**config.mk**
```make
export PLATFORM = sky130hd
export DESIGN_NAME = ps2_move_decoder
export DESIGN_NICKNAME = d
export VERILOG_FILES = /design/src/rtl/ps2_move_decoder_pkg.sv /design/src/rtl/ps2_move_decoder_rx.sv /design/src/rtl/ps2_move_decoder.sv
export SDC_FILE = /design/constraint.sdc
export NUM_CORES = 1
export LEC_CHECK = 0
export ABC_CLOCK_PERIOD_IN_PS = 2750
export CORE_ASPECT_RATIO = 0.7
export CORE_MARGIN = 4
export CORE_UTILIZATION = 63
export CTS_CLUSTER_DIAMETER = 30
export CTS_CLUSTER_SIZE = 28
export DETAILED_ROUTE_END_ITERATION = 10
export DONT_BUFFER_PORTS = 1
export PLACE_DENSITY = 0.91
export SKIP_LAST_GASP = 1
export SLEW_MARGIN = 15
export SYNTH_ARGS = -nofsm -noshare
export SYNTH_HDL_FRONTEND = slang
export SYNTH_SLANG_ARGS = --single-unit
```
**constraint.sdc**
```tcl
create_clock -name clk -period 2.75 [get_ports clk]
set_input_delay 0.55 -clock clk [delete_from_list [all_inputs] [get_ports clk]]
set_output_delay 0.55 -clock clk [all_outputs]
set_load 0.01 [all_outputs]
```
**src/rtl/ps2_move_decoder_pkg.sv**
```systemverilog
// ps2_move_decoder_pkg: shared move codes, scancodes and key-map helpers for the game
package ps2_move_decoder_pkg;

   typedef enum logic [1:0] {ST_IDLE, ST_E0, ST_BRK, ST_E0BRK} dec_state_e;

   localparam logic [2:0] MOVE_NONE  = 3'd0;
   localparam logic [2:0] MOVE_UP    = 3'd1;
   localparam logic [2:0] MOVE_DOWN  = 3'd2;
   localparam logic [2:0] MOVE_LEFT  = 3'd3;
   localparam logic [2:0] MOVE_RIGHT = 3'd4;

   localparam logic [7:0] SC_E0    = 8'hE0;
   localparam logic [7:0] SC_F0    = 8'hF0;
   localparam logic [7:0] SC_W     = 8'h1D;
   localparam logic [7:0] SC_S     = 8'h1B;
   localparam logic [7:0] SC_A     = 8'h1C;
   localparam logic [7:0] SC_D     = 8'h23;
   localparam logic [7:0] SC_UP    = 8'h75;
   localparam logic [7:0] SC_DOWN  = 8'h72;
   localparam logic [7:0] SC_LEFT  = 8'h6B;
   localparam logic [7:0] SC_RIGHT = 8'h74;
   localparam logic [7:0] SC_SPACE = 8'h29;

   // Held-register bit positions: [3:0] player 1 up/down/left/right, [7:4] player 2, [8] space
   localparam logic [3:0] KEY_SPACE = 4'd8;
   localparam logic [3:0] KEY_NONE  = 4'hF;

   // Maps a scancode plus its extended flag to a held-register bit; extended-ness must match
   function automatic logic [3:0] key_index(input logic [7:0] code, input logic ext);
      if (!ext) begin
         case (code)
            SC_W:     return 4'd0;
            SC_S:     return 4'd1;
            SC_A:     return 4'd2;
            SC_D:     return 4'd3;
            SC_SPACE: return KEY_SPACE;
            default:  return KEY_NONE;
         endcase
      end
      case (code)
         SC_UP:    return 4'd4;
         SC_DOWN:  return 4'd5;
         SC_LEFT:  return 4'd6;
         SC_RIGHT: return 4'd7;
         default:  return KEY_NONE;
      endcase
   endfunction

   // Fixed priority up > down > left > right over one player's four held bits
   function automatic logic [2:0] move_enc(input logic [3:0] h);
      return h[0] ? MOVE_UP : h[1] ? MOVE_DOWN : h[2] ? MOVE_LEFT : h[3] ? MOVE_RIGHT : MOVE_NONE;
   endfunction

endpackage

```
**src/rtl/ps2_move_decoder_rx.sv**
```systemverilog
// ps2_move_decoder_rx: PS/2 frame receiver with synchroniser, parity/framing check and timeout
module ps2_move_decoder_rx #(
   parameter logic [19:0] TIMEOUT_CYC = 20'd200000,
   parameter int          SYNC_STAGES = 2
) (
   input  logic       clk,
   input  logic       rst_n,
   input  logic       ps2_clk,
   input  logic       ps2_data,
   output logic       byte_done,
   output logic [7:0] rx_byte,
   output logic       frame_err
);

   logic [SYNC_STAGES-1:0] clk_sync_q, dat_sync_q;
   logic                   clk_prev_q;
   logic [3:0]             cnt_q;
   logic [9:0]             sh_q;
   logic [19:0]            tmo_q;
   logic                   fall, din, last, ok, timeout;

   // sh_q holds start in [0], data in [8:1], parity in [9] once the stop-bit edge arrives
   always_comb begin
      fall      = clk_prev_q & ~clk_sync_q[SYNC_STAGES-1];
      din       = dat_sync_q[SYNC_STAGES-1];
      last      = fall && cnt_q == 4'd10;
      ok        = ~sh_q[0] & din & (^sh_q[9:1]);
      timeout   = cnt_q != 4'd0 && !fall && tmo_q >= TIMEOUT_CYC;
      byte_done = last & ok;
      frame_err = (last & ~ok) | timeout;
      rx_byte   = sh_q[8:1];
   end

   // Lines idle high, so the synchronisers reset to 1 to avoid a false edge after reset
   always_ff @(posedge clk or negedge rst_n) begin
      if (!rst_n) begin
         clk_sync_q <= '1;
         dat_sync_q <= '1;
         clk_prev_q <= 1'b1;
         cnt_q      <= 4'd0;
         sh_q       <= '0;
         tmo_q      <= '0;
      end else begin
         clk_sync_q <= {clk_sync_q[SYNC_STAGES-2:0], ps2_clk};
         dat_sync_q <= {dat_sync_q[SYNC_STAGES-2:0], ps2_data};
         clk_prev_q <= clk_sync_q[SYNC_STAGES-1];
         cnt_q      <= (last || timeout) ? 4'd0 : fall ? cnt_q + 4'd1 : cnt_q;
         sh_q       <= fall ? {din, sh_q[9:1]} : sh_q;
         tmo_q      <= (fall || cnt_q == 4'd0) ? 20'd0 : tmo_q + 20'd1;
      end
   end

endmodule

```
**src/rtl/ps2_move_decoder.sv**
```systemverilog
// ps2_move_decoder: turns PS/2 make/break scancodes into per-player move codes and a start pulse
module ps2_move_decoder
   import ps2_move_decoder_pkg::*;
#(
   parameter logic [19:0] TIMEOUT_CYC = 20'd200000,
   parameter int          SYNC_STAGES = 2
) (
   input  logic       clk,
   input  logic       rst_n,
   input  logic       ps2_clk,
   input  logic       ps2_data,
   output logic [2:0] play1_M,
   output logic [2:0] play2_M,
   output logic       start_key,
   output logic       frame_err
);

   logic       byte_done;
   logic [7:0] rx_byte;
   dec_state_e state_q, state_d;
   logic [8:0] held_q, held_d;
   logic       start_q, start_d;
   logic [2:0] p1_q, p2_q;
   logic [3:0] idx;
   logic       mk, brk;

   ps2_move_decoder_rx #(.TIMEOUT_CYC(TIMEOUT_CYC), .SYNC_STAGES(SYNC_STAGES)) u_rx (
      .clk       (clk),
      .rst_n     (rst_n),
      .ps2_clk   (ps2_clk),
      .ps2_data  (ps2_data),
      .byte_done (byte_done),
      .rx_byte   (rx_byte),
      .frame_err (frame_err)
   );

   // Prefix-tracking FSM; a frame error abandons any half-received sequence but keeps held keys
   always_comb begin
      state_d = state_q;
      held_d  = held_q;
      start_d = 1'b0;
      idx     = key_index(rx_byte, state_q == ST_E0 || state_q == ST_E0BRK);
      mk      = 1'b0;
      brk     = 1'b0;
      if (frame_err) begin
         state_d = ST_IDLE;
      end else if (byte_done) begin
         case (state_q)
            ST_IDLE: state_d = rx_byte == SC_E0 ? ST_E0 : rx_byte == SC_F0 ? ST_BRK : ST_IDLE;
            ST_E0:   state_d = rx_byte == SC_F0 ? ST_E0BRK : ST_IDLE;
            default: state_d = ST_IDLE;
         endcase
         mk  = (state_q == ST_IDLE && rx_byte != SC_E0 && rx_byte != SC_F0) ||
               (state_q == ST_E0 && rx_byte != SC_F0);
         brk = state_q == ST_BRK || state_q == ST_E0BRK;
         if (idx != KEY_NONE && (mk || brk)) held_d[idx] = mk;
         start_d = mk && idx == KEY_SPACE && !held_q[KEY_SPACE];
      end
   end

   // State, held keys and start pulse update one cycle after byte_done; moves one cycle later
   always_ff @(posedge clk or negedge rst_n) begin
      if (!rst_n) begin
         state_q <= ST_IDLE;
         held_q  <= '0;
         start_q <= 1'b0;
         p1_q    <= MOVE_NONE;
         p2_q    <= MOVE_NONE;
      end else begin
         state_q <= state_d;
         held_q  <= held_d;
         start_q <= start_d;
         p1_q    <= move_enc(held_q[3:0]);
         p2_q    <= move_enc(held_q[7:4]);
      end
   end

   assign play1_M   = p1_q;
   assign play2_M   = p2_q;
   assign start_key = start_q;

endmodule

```
==> results.toml, run 1 <==
[worst_setup_path]
largest_stage_delay_on_the_critical_path_ns = 0.56
cp_data_arrival_time_ns = 2.17
criticalPathCategory = "flop to output port"
worst-path-max-fanout = 3
worst-r2r-setup-slack_ns = 0.20
worst_setup_path_end_kind = "output port"
worst-path-buf-inv = 0
cp_top_family = "compound AO/OA/AOI/OAI gates"
rr_endpoint = "held_q[5]$_DFFE_PN0P_"
crit_chain = "or4_4 -> a311o_1 -> o31ai_4 -> o21ai_4"
critical_path.reg2reg.startpoint = "u_rx.sh_q[3]$_DFFE_PN0P_"
worst_setup_path_startpoint = "u_rx.tmo_q[14]$_DFF_PN0_"
required_time_worst_endpoint_ns = 2.20
critPathSlowestCell = "sky130_fd_sc_hd__or4_4"
worst_setup_path_start_kind = "flop"
critPathCapture = "frame_err"
reg2reg_depth = 7
critical_path_cell_count = 4

[detailed_routing]
vias = 2362
route.detailed.drc = 0
detailedRoute.firstIterationViolations = 222
final_antenna_net_count = 0
dr.pass1.iters = 4
post_drt_wl_per_cell_um = 17.0
postRouteWirelength_um = 6690
route.detailed.vias_per_inst = 5.99

[clock_tree]
clk_latency_ns = 0.35
root_buffer = "sky130_fd_sc_hd__clkbuf_8"
cts_inserted_buffers = 9
cts_tree = "done"
htreeDepth = 3
cts.path.max_buffers = 2
cts.reportedPaths.clkPinSlew_ns = 0.07
clock_sink_count = 57

[layout]
diodes = 0
layout.filler_cells = 280
drive_gt1_share_pct = 14.0
layout.cells.most_common = "sky130_fd_sc_hd__dfrtp_1"
finish.instance_area_um2 = 3480
top_library_cells_by_usage_in_the_layout_fill_and_taps_aside = "sky130_fd_sc_hd__dfrtp_1 (51), sky130_fd_sc_hd__nand2_1 (35), sky130_fd_sc_hd__nor2_1 (26)"
multiInputGateArea_um2 = 1570
layout.nets = 346
area.growth.synth_to_final_pct = 13.0
layout.area.seq_um2 = 1430

[power_and_ir_drop]
power_per_cell_area_nw_per_um2 = 709
p_switching_uw = 806
power.share.clock_pct = 34.1
ir_worst_vdd_mv = 0.559
power_mw = 2.47
switching_share_pct = 32.7
internal_power_mw = 1.66
comb_power_share_pct = 24.7
seq_power_share_pct = 41.1
static-leakage-power_nw = 1.58

[job]
max_cap_viol_count = 0

[floorplanning]
die_h_um = 66.5
die-area_um2 = 6080
die_width_um = 91.5
pin_count = 12
initial_core_util_pct = 67.9
area_of_the_core_um2 = 4530
fp-row-count = 20

[sta]
timing.final.max_slew_violations = 0
final-setup-viol-count = 0
peak_clock_frequency_supported_by_timing_mhz = 368
worst-slew-pin-transition_ns = 0.853
max-slew-margin-rel_pct = 42.4
clock-skew-final_ns = 0.00936
layout_worst_path_cycle_share_pct = 98.8
finalCriticalPeriod_ns = 2.72
hold_violations = 0

[grt]
grt_antenna_before_repair = 0
grt_pass1_wl_um = 11500
via_count_of_the_first_global_routing_pass = 2390
maximum_number_of_pins_on_one_net_before_global_route_repair = 53
grt_remaining_overflow = 0
groute.usage.overall_pct = 24.9

[placed_design]
postPlaceCellArea_um2 = 3120
final_weighted_congestion_in_routability_driven_placement = 0.924
hpwlAfterDp_um = 4300
buffer_ports.inserted = 0

[yosys]
ys_warn_count = 0
ys_dominant_reg_cell = "sky130_fd_sc_hd__dfrtp_1"
syn-mean-instance-area_um2 = 9.95
synth.cell_area_um2 = 3080
synth.net_count = 332
ys_types = 53
number_of_cells_produced_by_synthesis = 309
synth_sequential_area_ratio_pct = 46.6
synth_enable_flop_cells = 0
ys_async_sr_fraction_pct = 100
synth-seq-cells = 57

[status]
status = "completed"

[hold_path]
hold_path_class = "input port to async pin"
## how the worst min path moves through the flow
| stage | from | to | slack, ns | cells past startpoint |
|---|---|---|---|---|
| after global placement | rst_n | held_q[4]$_DFFE_PN0P_ | 0.26 | 0 |
| after detailed placement | rst_n | held_q[6]$_DFFE_PN0P_ | 0.26 | 0 |
| after global routing | rst_n | u_rx.clk_sync_q[1]$_DFF_PN1_ | 0.02 | 0 |
| after floorplan | rst_n | held_q[0]$_DFFE_PN0P_ | 0.25 | 0 |
| after CTS | rst_n | u_rx.clk_sync_q[1]$_DFF_PN1_ | 0.03 | 0 |
| final | rst_n | u_rx.clk_sync_q[1]$_DFF_PN1_ | 0.05 | 0 |
## worst register-to-register path, delay by kind of cell, from the launching register on
family                   cells  cell delay [ns]
AND/OR/NAND/NOR              3             1.21
flip-flops                   1             0.39
multiplexers                 1             0.30
adder cells (fa/ha/maj)      1             0.28
AO/OA/AOI/OAI                1             0.15
buffers and inverters        1             0.11
## flip-flops by register name (all words and copies together), names as in the netlist
register         flops
state_q              2
start_key            1
held_q               9
u_rx.tmo_q          20
u_rx.clk_sync_q      2
u_rx.cnt_q           4
u_rx.sh_q           10
u_rx.dat_sync_q      2
u_rx.clk_prev_q      1
play1_M              3
play2_M              3
## kinds of logic after synthesis
kind of cell | Yosys count | synth area share [%]
buffers and inverters | 26 | 3.66
AOI/OAI and AO/OA | 52 | 10.5
adders and majority gates | 19 | 7.73
and+or+nand+nor | 130 | 23.1
muxes | 9 | 3.42
DFF | 57 | 46.6
xor gates and xnor gates | 16 | 5.00
## metal layers
| metal | vias to the layer above | track usage, % | share of wire (%) | wire length, um |
|---|---|---|---|---|
| li1 | 1127 | - | - | - |
| met1 | 1137 | 32.9 | 47 | 3120 |
| met2 | 78 | 38.3 | 45 | 2990 |
| met3 | 20 | 8.47 | 6.4 | 429 |
| met4 | 0 | 9.21 | 2.3 | 155 |
| met5 | - | 0 | 0 | 0 |
## what timing repair did
| item | CTS | global route |
|---|---|---|
| pin swaps | 1 | 5 |
| gates resized for setup | 5 | 5 |
| buffers inserted | 1 | 8 |
| hold buffers | 1 | 0 |
| hold endpoints to repair | 52 | 0 |
| endpoints found under the setup margin | 1 | 3 |
## per-stage QoR
stage | setup WS, ns | instances | util [%] | hold slack, ns | TNS (ns)
after floorplan | 0.379 | 309 | - | 0.254 | 0
after global placement | 0.284 | 368 | 68.9 | 0.256 | 0
after detailed placement | 0.197 | 368 | 68.9 | 0.256 | 0
after CTS | 0.0546 | 386 | 75.0 | 0.0346 | 0
after global routing | -0.0278 | 394 | 76.7 | 0.0187 | -0.0278
final | 0.0334 | 394 | 76.7 | 0.0497 | 0
## layout make-up
class	instances	area share [%]
Clock buffer	12	4.75
Clock inverter	4	1.44
Inverter	18	1.94
Sequential cell	57	41.3
Timing Repair Buffer	11	2.95
Multi-Input combinational cell	226	45.3
Tap cell	66	2.38
## cell usage after synthesis (all sizes together) (2+ instances only)
| cell type | number | area share, % |
|---|---|---|
| dfrtp | 52 | 42 |
| a21oi | 12 | 2.0 |
| buf | 3 | 0.85 |
| and3 | 6 | 1.2 |
| nor4 | 4 | 1.3 |
| a22oi | 2 | 0.49 |
| and4 | 4 | 1.1 |
| and2 | 4 | 0.81 |
| nand3 | 8 | 1.3 |
| nor2 | 26 | 3.2 |
| o2111ai | 2 | 0.57 |
| or3 | 7 | 1.4 |
| nand4 | 15 | 3.1 |
| inv | 18 | 2.2 |
| nor3 | 5 | 0.81 |
| a41o | 2 | 0.65 |
| a41oi | 2 | 0.57 |
| xnor2 | 7 | 2.0 |
| mux2 | 9 | 3.4 |
| o21ai | 22 | 3.6 |
| or4b | 2 | 0.65 |
| nand2 | 35 | 4.3 |
| clkbuf | 5 | 0.61 |
| nor4b | 3 | 0.85 |
| xor2 | 8 | 2.3 |
| ha | 19 | 7.7 |
| a21o | 2 | 0.49 |
| dfstp | 5 | 4.3 |
| nand2b | 2 | 0.65 |
## power by group through the flow
stage | sequential, mW | combinational (mW) | clock (mW)
2_1_floorplan | 1.01 | 0.380 | 0
3_3_place_gp | 1.02 | 0.454 | 0
3_5_place_dp | 1.03 | 0.479 | 0
4_1_cts | 1.01 | 0.535 | 0.852
5_1_grt | 1.03 | 0.681 | 0.898
6_report | 1.01 | 0.610 | 0.842
Power figures use the tool's default switching activity.
==> run 2, diff against run 1 <==
Settings changed: REMOVE_ABC_BUFFERS set to 1.
==> results.toml, run 2 (synthesis results as in run 1) <==
[worst_setup_path]
worst-r2r-setup-slack_ns = 0.12
worst_setup_path_end_kind = "output port"
worst_setup_path_startpoint = "u_rx.tmo_q[14]$_DFF_PN0_"
reg2reg_depth = 8
worst_setup_path_start_kind = "flop"
criticalPathCategory = "flop to output port"
critical_path.reg2reg.startpoint = "u_rx.sh_q[3]$_DFFE_PN0P_"
required_time_worst_endpoint_ns = 2.20
rr_endpoint = "held_q[5]$_DFFE_PN0P_"
worst-path-max-fanout = 5
cp_data_arrival_time_ns = 2.12

[grt]
maximum_number_of_pins_on_one_net_before_global_route_repair = 53
grt_antenna_before_repair = 0
grt_pass1_wl_um = 10800
grt_remaining_overflow = 0
via_count_of_the_first_global_routing_pass = 2179
groute.usage.overall_pct = 23.4

[layout]
drive_gt1_share_pct = 10.8
largest_reg_flops = 20
top_register = "u_rx.tmo_q"
reg.largest.list = "u_rx.tmo_q x20, u_rx.sh_q x10, held_q x9"
finish.instance_area_um2 = 3400
post-route-util_pct = 75.1
layout.nets = 343
layout.cells.most_common = "sky130_fd_sc_hd__dfrtp_1"
top_library_cells_by_usage_in_the_layout_fill_and_taps_aside = "sky130_fd_sc_hd__dfrtp_1 (52), sky130_fd_sc_hd__nand2_1 (35), sky130_fd_sc_hd__nor2_1 (26)"
area.growth.synth_to_final_pct = 10.5
diodes = 0

[clock_tree]
root_buffer = "sky130_fd_sc_hd__clkbuf_8"
cts.reportedPaths.clkPinSlew_ns = 0.06
cts.path.max_buffers = 2
clk_latency_ns = 0.34
clock_sink_count = 57
cts_inserted_buffers = 9
cts_tree = "done"
htreeDepth = 3

[placed_design]
postPlaceCellArea_um2 = 3120
hpwlAfterDp_um = 4160
final_weighted_congestion_in_routability_driven_placement = 0.906
buffer_ports.inserted = 0
dp_worst_setup_slack_ns = 0.188

[detailed_routing]
postRouteWirelength_um = 6510
final_antenna_net_count = 0
route.detailed.drc = 0
post_drt_wl_per_cell_um = 16.7
detailedRoute.firstIterationViolations = 301
route.detailed.vias_per_inst = 6.23
vias = 2434
dr.pass1.iters = 6

[sta]
totalNegativeSetupSlack_ns = 0
finalCriticalPeriod_ns = 2.67
unrepaired_setup_endpoints_after_global_routing = "false"
hold_violations = 0
final-setup-viol-count = 0
peak_clock_frequency_supported_by_timing_mhz = 375
timing.final.max_slew_violations = 0
max-slew-margin-rel_pct = 47.5
clock-skew-final_ns = 0.00718
worst_slack_ns = 0.0823
worst-slew-pin-transition_ns = 0.777
layout_worst_path_cycle_share_pct = 97.0

[floorplanning]
fp-row-count = 20
die_h_um = 66.5
die_width_um = 91.5
pin_count = 12
initial_core_util_pct = 67.9
area_of_the_core_um2 = 4530
die-area_um2 = 6080

[power_and_ir_drop]
power_per_cell_area_nw_per_um2 = 681
power_mw = 2.31
static-leakage-power_nw = 1.54
ir_worst_vdd_mv = 0.580

[job]
max_cap_viol_count = 0

[status]
status = "completed"

[hold_path]
hold_path_class = "input port to async pin"
==> run 2: changes by cell type in the layout (fill, tap and decap cells not counted), moves of 2 or more <==
cell,before,now
sky130_fd_sc_hd__buf_4,10,7
sky130_fd_sc_hd__clkbuf_1,0,3
sky130_fd_sc_hd__clkbuf_8,12,9
sky130_fd_sc_hd__clkinv_2,1,3
sky130_fd_sc_hd__clkinvlp_4,2,0
==> run 2: critical path: stages, from the launching register on <==
cell and delay [ns]:
sky130_fd_sc_hd__dfrtp_1 0.42, sky130_fd_sc_hd__or4_1 0.57, sky130_fd_sc_hd__a311o_1 0.41, sky130_fd_sc_hd__o31ai_4 0.26
sky130_fd_sc_hd__o21ai_4 0.12
==> run 2: repair_timing <==
item | CTS | global route
endpoints found under the hold margin | 52 | 0
setup endpoints to repair | 1 | 1
pin swaps | 0 | 1
hold buffers | 1 | 0
setup buffers | 0 | 6
gates resized for setup | 2 | 3
==> run 2: metrics by stage <==
stage                     hold WS (ns)  instances
after floorplan                  0.254        301
after global placement           0.256        368
after detailed placement         0.256        368
after CTS                       0.0316        385
after global routing            0.0237        391
final                           0.0564        391
==> run 2: per-layer routing <==
layer | up-vias | global-route usage, % | routed length (um)
met5 | - | 0 | 0
met4 | 0 | 7.89 | 170
met3 | 27 | 8.24 | 567
met2 | 126 | 35.0 | 2830
met1 | 1154 | 31.6 | 2940
li1 | 1127 | - | -
==> run 2: area by class of cell <==
cell class / instances / area, um^2
Fill cell: 284 / 1130
Clock inverter: 4 / 45.0
Multi-Input combinational cell: 226 / 1560
Inverter: 18 / 67.6
Tap cell: 66 / 82.6
Sequential cell: 57 / 1430
Clock buffer: 12 / 135
Timing Repair Buffer: 8 / 80.1
==> run 2: how the worst max path moves through the flow <==
stage / endpoint / slack, ns / cells after the start
detailed placement: held_q[1]$_DFFE_PN0P_ / 0.19 / 7
CTS: frame_err / 0.02 / 6
floorplan: held_q[5]$_DFFE_PN0P_ / 0.38 / 7
global route: frame_err / 0.0007 / 4
global placement: held_q[1]$_DFFE_PN0P_ / 0.29 / 7
finish: frame_err / 0.08 / 4
==> run 2: where the power goes <==
group	internal (mW)	leakage, nW	switching [mW]	total [mW]
Sequential	0.921	0.762	0.0926	1.01
Combinational	0.228	0.688	0.343	0.571
Clock	0.414	0.0941	0.316	0.730
